`src/rtl/sigma_delta_dac_mc.sv`:
```
// Multi-channel first-order sigma-delta DAC with per-channel slew limiting and mute.
// Latency: din_valid at edge n -> hold at n, level moves at n+1, dac_out reflects it from n+2.
// Backpressure: none; din_valid is accepted on every cycle it is asserted.
module sigma_delta_dac_mc #(
  parameter int WIDTH      = 16,
  parameter int CHANNELS   = 2,
  parameter int SIGNED     = 1,
  parameter int SLEW_SHIFT = 0
) (
  input  logic                      clk,
  input  logic                      reset_n,
  input  logic [CHANNELS*WIDTH-1:0] din,
  input  logic                      din_valid,
  input  logic                      mute,
  output logic [CHANNELS-1:0]       dac_out,
  output logic                      ramp_busy
);

  // Midscale is the silent level; the soft start and mute both aim here.
  localparam logic [WIDTH-1:0] MID  = {1'b1, {(WIDTH-1){1'b0}}};
  localparam logic [WIDTH-1:0] STEP = WIDTH'(1 << SLEW_SHIFT);

  logic [CHANNELS-1:0] w_mismatch;
  logic [CHANNELS-1:0] w_dac;
  logic                r_ramp_busy;

  for (genvar k = 0; k < CHANNELS; k++) begin : g_ch
    logic [WIDTH-1:0] w_sample;
    logic [WIDTH-1:0] w_u;
    logic [WIDTH-1:0] w_target;
    logic [WIDTH-1:0] w_diff;
    logic             w_up;
    logic [WIDTH:0]   w_sum;
    logic [WIDTH-1:0] r_hold;
    logic [WIDTH-1:0] r_level;
    logic [WIDTH-1:0] r_acc;
    logic             r_out;

    assign w_sample = din[k*WIDTH +: WIDTH];

    // Two's complement maps onto offset binary by flipping the sign bit.
    if (SIGNED != 0) begin : g_signed
      assign w_u = {~w_sample[WIDTH-1], w_sample[WIDTH-2:0]};
    end else begin : g_unsigned
      assign w_u = w_sample;
    end

    assign w_target      = mute ? MID : r_hold;
    assign w_up          = w_target > r_level;
    assign w_diff        = w_up ? (w_target - r_level) : (r_level - w_target);
    assign w_sum         = {1'b0, r_acc} + {1'b0, r_level};
    assign w_mismatch[k] = (w_target != r_level);
    assign w_dac[k]      = r_out;

    // Capture the latest sample; mute does not block capture so unmuting lands on fresh data.
    always_ff @(posedge clk or negedge reset_n) begin
      if (!reset_n)       r_hold <= MID;
      else if (din_valid) r_hold <= w_u;
    end

    // Slew limiter: move toward the target by at most STEP per clock, never overshooting.
    always_ff @(posedge clk or negedge reset_n) begin
      if (!reset_n)           r_level <= '0;
      else if (w_diff <= STEP) r_level <= w_target;
      else if (w_up)           r_level <= r_level + STEP;
      else                     r_level <= r_level - STEP;
    end

    // First-order modulator: the carry out of the accumulator is the 1-bit output.
    always_ff @(posedge clk or negedge reset_n) begin
      if (!reset_n) begin
        r_acc <= '0;
        r_out <= 1'b0;
      end else begin
        r_acc <= w_sum[WIDTH-1:0];
        r_out <= w_sum[WIDTH];
      end
    end
  end

  // Busy flag reflects whether any channel was still off target at this edge.
  always_ff @(posedge clk or negedge reset_n) begin
    if (!reset_n) r_ramp_busy <= 1'b0;
    else          r_ramp_busy <= |w_mismatch;
  end

  assign dac_out   = w_dac;
  assign ramp_busy = r_ramp_busy;

endmodule

```
`config.mk`:
```
export PLATFORM = sky130hd
export DESIGN_NAME = sigma_delta_dac_mc
export DESIGN_NICKNAME = d
export VERILOG_FILES = /design/src/rtl/sigma_delta_dac_mc.sv
export SDC_FILE = /design/constraint.sdc
export NUM_CORES = 1
export LEC_CHECK = 0
export CAP_MARGIN = 20
export CELL_PAD_IN_SITES_DETAIL_PLACEMENT = 1
export CELL_PAD_IN_SITES_GLOBAL_PLACEMENT = 1
export CORE_ASPECT_RATIO = 1.2
export CORE_MARGIN = 5
export CORE_UTILIZATION = 52
export DETAILED_ROUTE_END_ITERATION = 6
export GPL_TIMING_DRIVEN = 0
export PLACE_DENSITY = 0.9
export SLEW_MARGIN = 0
export SYNTH_ARGS = -nofsm -noshare
export SYNTH_HDL_FRONTEND = slang
export SYNTH_SLANG_ARGS = --single-unit
export TNS_END_PERCENT = 50
```
`constraint.sdc`:
```
create_clock -name clk -period 11.3 [get_ports clk]
set_clock_uncertainty 0.2 [all_clocks]
set_input_delay 1.13 -clock clk [delete_from_list [all_inputs] [get_ports clk]]
set_output_delay 1.13 -clock clk [all_outputs]
set_load 0.005 [all_outputs]
```
== Word level (Yosys, flattened, before mapping) ==
Cells that the tools add are included.
Storage, ports and cells
  output and inout bits: 3
  logic and storage cells: 36
  bits in registers: 99
  input port bits: 36
Operators by class
  multiplexer cells: 8
  $lt $le $gt $ge: 4
  bitwise operators: 2
  add/sub/neg operators: 10
  equal/unequal tests: 2
  reductions and logical operators: 1
Operator list (number)
  $mux W16: 8
  $sub A16 B16 Y16: 4
  $add A16 B16 Y17: 2
  $add A16 B1 Y16 const B: 2
  $gt A16 B16 Y1: 2
  $le A16 B1 Y1 const B: 2
  $ne A16 B16 Y1: 2
  $sub A16 B1 Y16 const B: 2
  $not A1 Y1: 2
  $reduce_or A2 Y1: 1

== Depth between registers and ports, before layout ==
  word-level depth: 5
  gate-level depth with buffers: 23
  depth with buffers taken out: 21

== Worst setup path after synthesis ==
Ideal clock, no wire load.
  kind: input -> register
  from: input port mute
  to: register g_ch[1].r_level[14]
  stages: 19
  arrival time: 5.155 ns
  slack: 5.820 ns
  setup time: 0.125 ns
  required time: 10.975 ns
  path through: clkbuf_1 or2_2 ha_1 nand4_1 or2_1 or3_4 a2bb2oi_4 buf_6 ha_1 nor2b_1 o21ai_0 a21oi_1 o211a_1 o21ai_0 a21oi_1 o31ai_1 mux2i_1 nand2_1 mux2_2
Between the ends
  cells in the longest elaborated chain, start to end: 5
  elaborated cells between the ends (all ways): 8
RTL lines
  start: declaration: line 14  | input logic mute,
  $mux W16 *: line 48  | assign w_target = mute ? MID : r_hold;
  $sub A16 B16 Y16 or $gt A16 B16 Y1 (tied branches): line 50, 49
  $mux W16: line 50  | assign w_diff = w_up ? (w_target - r_level) : (r_level - w_target);
  $le A16 B1 Y1: line 64  | else if (w_diff <= STEP) r_level <= w_target;
  $mux W16 *: line 64
  end signal: assignment: line 64
  end signal: assignment: line 65  | else if (w_up) r_level <= r_level + STEP;
  end signal: assignment: line 66  | else r_level <= r_level - STEP;
  end: declaration: line 35  | logic [WIDTH-1:0] r_level;
Mark *: on every way between the ends. The rest lies on a longest branch, timed or not.
A chain may end at the register's enable or synchronous reset.

== Worst setup path after layout ==
  from: input port mute
  to: register g_ch[0].r_level[14]
Between the ends
  cells in the longest elaborated chain, start to end: 5
  elaborated cells between the ends (all ways): 8
RTL lines (line)
  $mux W16 *: 48
  $sub A16 B16 Y16 or $gt A16 B16 Y1 (tied branches): 50, 49
  $mux W16: 50
  $le A16 B1 Y1: 64
  $mux W16 *: 64
  end signal: assignment: 64
  end signal: assignment: 65
  end signal: assignment: 66
  end: declaration: 35
Marks and branches as above.

==> key figures <==
Status
  • Run status: complete, no violations

Placed design
  • Post-DP HPWL: 19,300 microns
  • Port buffer count: 37
  • RePlAce Congestion: 0.867

Die
  • Num rows: 53
  • Initial Util: 52.9%
  • Total core area: 17,600 sq um
  • Die Wd: 132 microns
  • Die Footprint: 20,600 sq um
  • # IOs: 39
  • Die H: 156 microns

Timing
  • Min cycle time layout: 7340 ps
  • Setup TNS: 0 ps
  • Endpoints failing setup: 0
  • Endpoints failing hold: 0
  • Period utilization: 64.9%
  • Final Max Slew Viols: 0
  • Slew @ Worst Pin: 791 ps
  • RSZ-0062 raised after global routing: false
  • Fmax: 136 MHz
  • Worst slew margin: 47.3%

Synth
  • Post-synthesis register bit count: 99
  • Ranking of synthesized cells by area: dfrtp_1 (26%), ha_1 (17%), xnor2_1 (4.6%), mux2_2 (4.6%), inv_1 (4.2%)
  • YS warnings: 0
  • Mapped Area: 9290 sq um
  • Mapped Avg Cell Area: 9.04 sq um
  • Post-synth cell types: 71
  • Synthesized Nets: 1,198
  • Post-synth EDFFs: 0
  • Seq/Total Area, Yosys: 26.7%
  • Synth Instances: 1,028
  • Async SR Flop Fraction: 100%
  • Main synth FF type: dfrtp_1
  • Most area-hungry cell type in the Yosys netlist: dfrtp_1
  • Synth top area share: 26.1%

Detailed routing
  • Via count: 7,893
  • DRT Wirelength: 25,500 microns
  • WL/cell: 19.6 microns
  • Starting DRT DRC Count: 393
  • Antenna Nets Post-Route: 0
  • First-pass iteration count of the detailed router: 5
  • DR DRC count: 0
  • Via-per-instance ratio: 6.06

Finish
  • Commonest non-fill, non-tap cells in the layout: ha_1 (126), inv_1 (105), dfrtp_1 (97), a21oi_1 (71), o21ai_0 (52)
  • Diodes inserted: 0
  • Area growth, synth to finish: 10.4%
  • Layout cell share with drive strength beyond 1: 8.96%
  • Most common cell after layout, fill and taps aside: ha_1
  • Fin nets: 1,247

Worst setup path
  • Worst-path cell chain: clkdlybuf4s50_1 -> clkbuf_1 -> nand2b_1 -> inv_1 -> ha_1 -> buf_2 -> nand4_1 -> nor4_1 -> and2_1 -> o21ai_1 -> a21oi_2 -> buf_4 -> ha_1 -> nor2b_1 -> o21ai_0 -> a21oi_1 -> o211a_1 -> o21ai_0 -> a21oi_1 -> o31ai_1 -> nor3b_1 -> a311oi_1 -> mux2i_1
  • Worst setup EP type: flop
  • Crit path largest cell delay: 650 ps
  • Worst EP arrival: 7370 ps
  • Critical path peak fanout: 25
  • Startpoint Class: input pin
  • Critical Path RT: 11,330 ps
  • Worst path bufs/invs: 5
  • Reg2reg start: g_ch[0].r_hold[9]$_DFFE_PN0P_
  • Crit Path Class: input pin to flop
  • CP Launch Point: mute
  • CP max stage cell: clkdlybuf4s50_1
  • Crit-path leading delay family: compound AO/OA/AOI/OAI gates

Clock network
  • CTS H-tree depth: 3
  • CTS tree: yes
  • CTS Buf Count: 9
  • Post-cts sizing count: 0
  • Clk_lat worst skew: 370 ps
  • Worst-path clk slew: 60 ps
  • Cts-stage hold buffer count: 0
  • CTS root buffer: clkbuf_16
  • Clk sinks: 99
  • Post-CTS setup buffer count: 0
  • Clock buffer depth: 2

Hold path
  • HP Class: flop to flop
  • Hold_sp: g_ch[0].r_acc[0]$_DFF_PN0_

Global routing
  • Met1 track demand over resource: 31.5%
  • Initial antenna violation count: 0
  • Grt ovf: 0
  • Largest net degree at the start of global routing: 53
  • First-pass GRT wire length: 43,400 microns
  • Met3 Use GR: 3.95%
  • Vias in the first global route: 8,580
  • Grt peak-use layer: met2
  • Gr usage total: 25.4%
  • Met2 usage: 45.6%

Run
  • Max-capacitance violation count: 0
## worst reg2reg max path: stages, from the launching register on
cell,delay (ps)
dfrtp_1,410
nand2b_1,130
inv_1,50
ha_1,300
buf_4,190
nand2_1,120
nor4_1,590
and2_1,250
o21ai_1,80
a21oi_2,160
buf_4,330
ha_1,350
nor2b_1,150
o21ai_0,290
a21oi_1,170
o211a_1,270
o21ai_0,310
a21oi_1,180
o31ai_1,470
nor3b_1,100
a311oi_1,280
mux2i_1,130
## synthesized netlist by cell type (7+ instances only)
cell type and count:
a211oi_1 12, a21boi_0 8, a21o_1 28, a21oi_1 71, a31oi_1 17, buf_2 11
buf_4 7, clkbuf_1 13, dfrtp_1 97, fa_1 8, ha_1 126, inv_1 105
mux2_2 38, mux2i_1 30, nand2_1 35, nand2b_1 45, nand3_1 16, nand4_1 7
nor2_1 51, nor2b_1 14, nor3_1 23, o211ai_1 11, o21a_1 15, o21ai_0 52
o21bai_1 10, o31ai_1 9, xnor2_1 49, xor2_1 28
## sequential cells by signal, summed over array words and instances (netlist names)
name          cells
ramp_busy         1
g_ch.r_acc       32
g_ch.r_level     32
g_ch.r_hold      32
g_ch.r_out        2
## layer usage
layer	wire, microns	part of all wire [%]
met2	12900	51
met4	526	2.1
met3	866	3.4
met1	11200	44
met5	0	0
## final timing paths
path / endpoint / cells past startpoint / slack [ps]
worst max-delay path: g_ch[0].r_level[14]$_DFF_PN0_ / 23 / 3960
worst min-delay path: g_ch[0].r_acc[0]$_DFF_PN0_ / 1 / 270
worst max register to register: g_ch[0].r_level[14]$_DFF_PN0_ / 21 / 5660
worst min register to register: g_ch[0].r_acc[0]$_DFF_PN0_ / 1 / 270
max in group asynchronous: g_ch[1].r_hold[15]$_DFFE_PN1P_ / 2 / 9580
min in group asynchronous: g_ch[0].r_out$_DFF_PN0_ / 1 / 580
## stage by stage
stage	cell area, sq um	hold WS (ps)	setup WS [ps]	utilization (%)	std cells
5_1_grt	10300	302	3470	58.4	1302
3_5_place_dp	9960	260	3800	56.7	1286
4_1_cts	10300	275	4090	58.4	1302
2_1_floorplan	9290	243	5820	-	1028
6_report	10300	273	3960	58.4	1302
3_3_place_gp	9940	254	4040	56.5	1285
## layout make-up
class / instances / area, sq um
flip-flops and latches: 99 / 2480
plain buffers: 35 / 194
inverters: 107 / 402
clock buffers: 12 / 246
well taps: 220 / 275
repair buffers: 38 / 395
multi-input cells: 787 / 6210
fillers: 2070 / 7320
clock inverters: 4 / 50.0
## kinds of logic after synthesis
family                     synth area share (%)
AOI/OAI and AO/OA                          19.9
and+or+nand+nor                            12.9
buffers and inverters                      6.41
adders and majority gates                  18.7
DFF                                        26.7
xor gates and xnor gates                   7.26
muxes                                      8.08
Power is not shown: default switching activity piles up to over one toggle a cycle in this logic, so the estimate is an artifact.
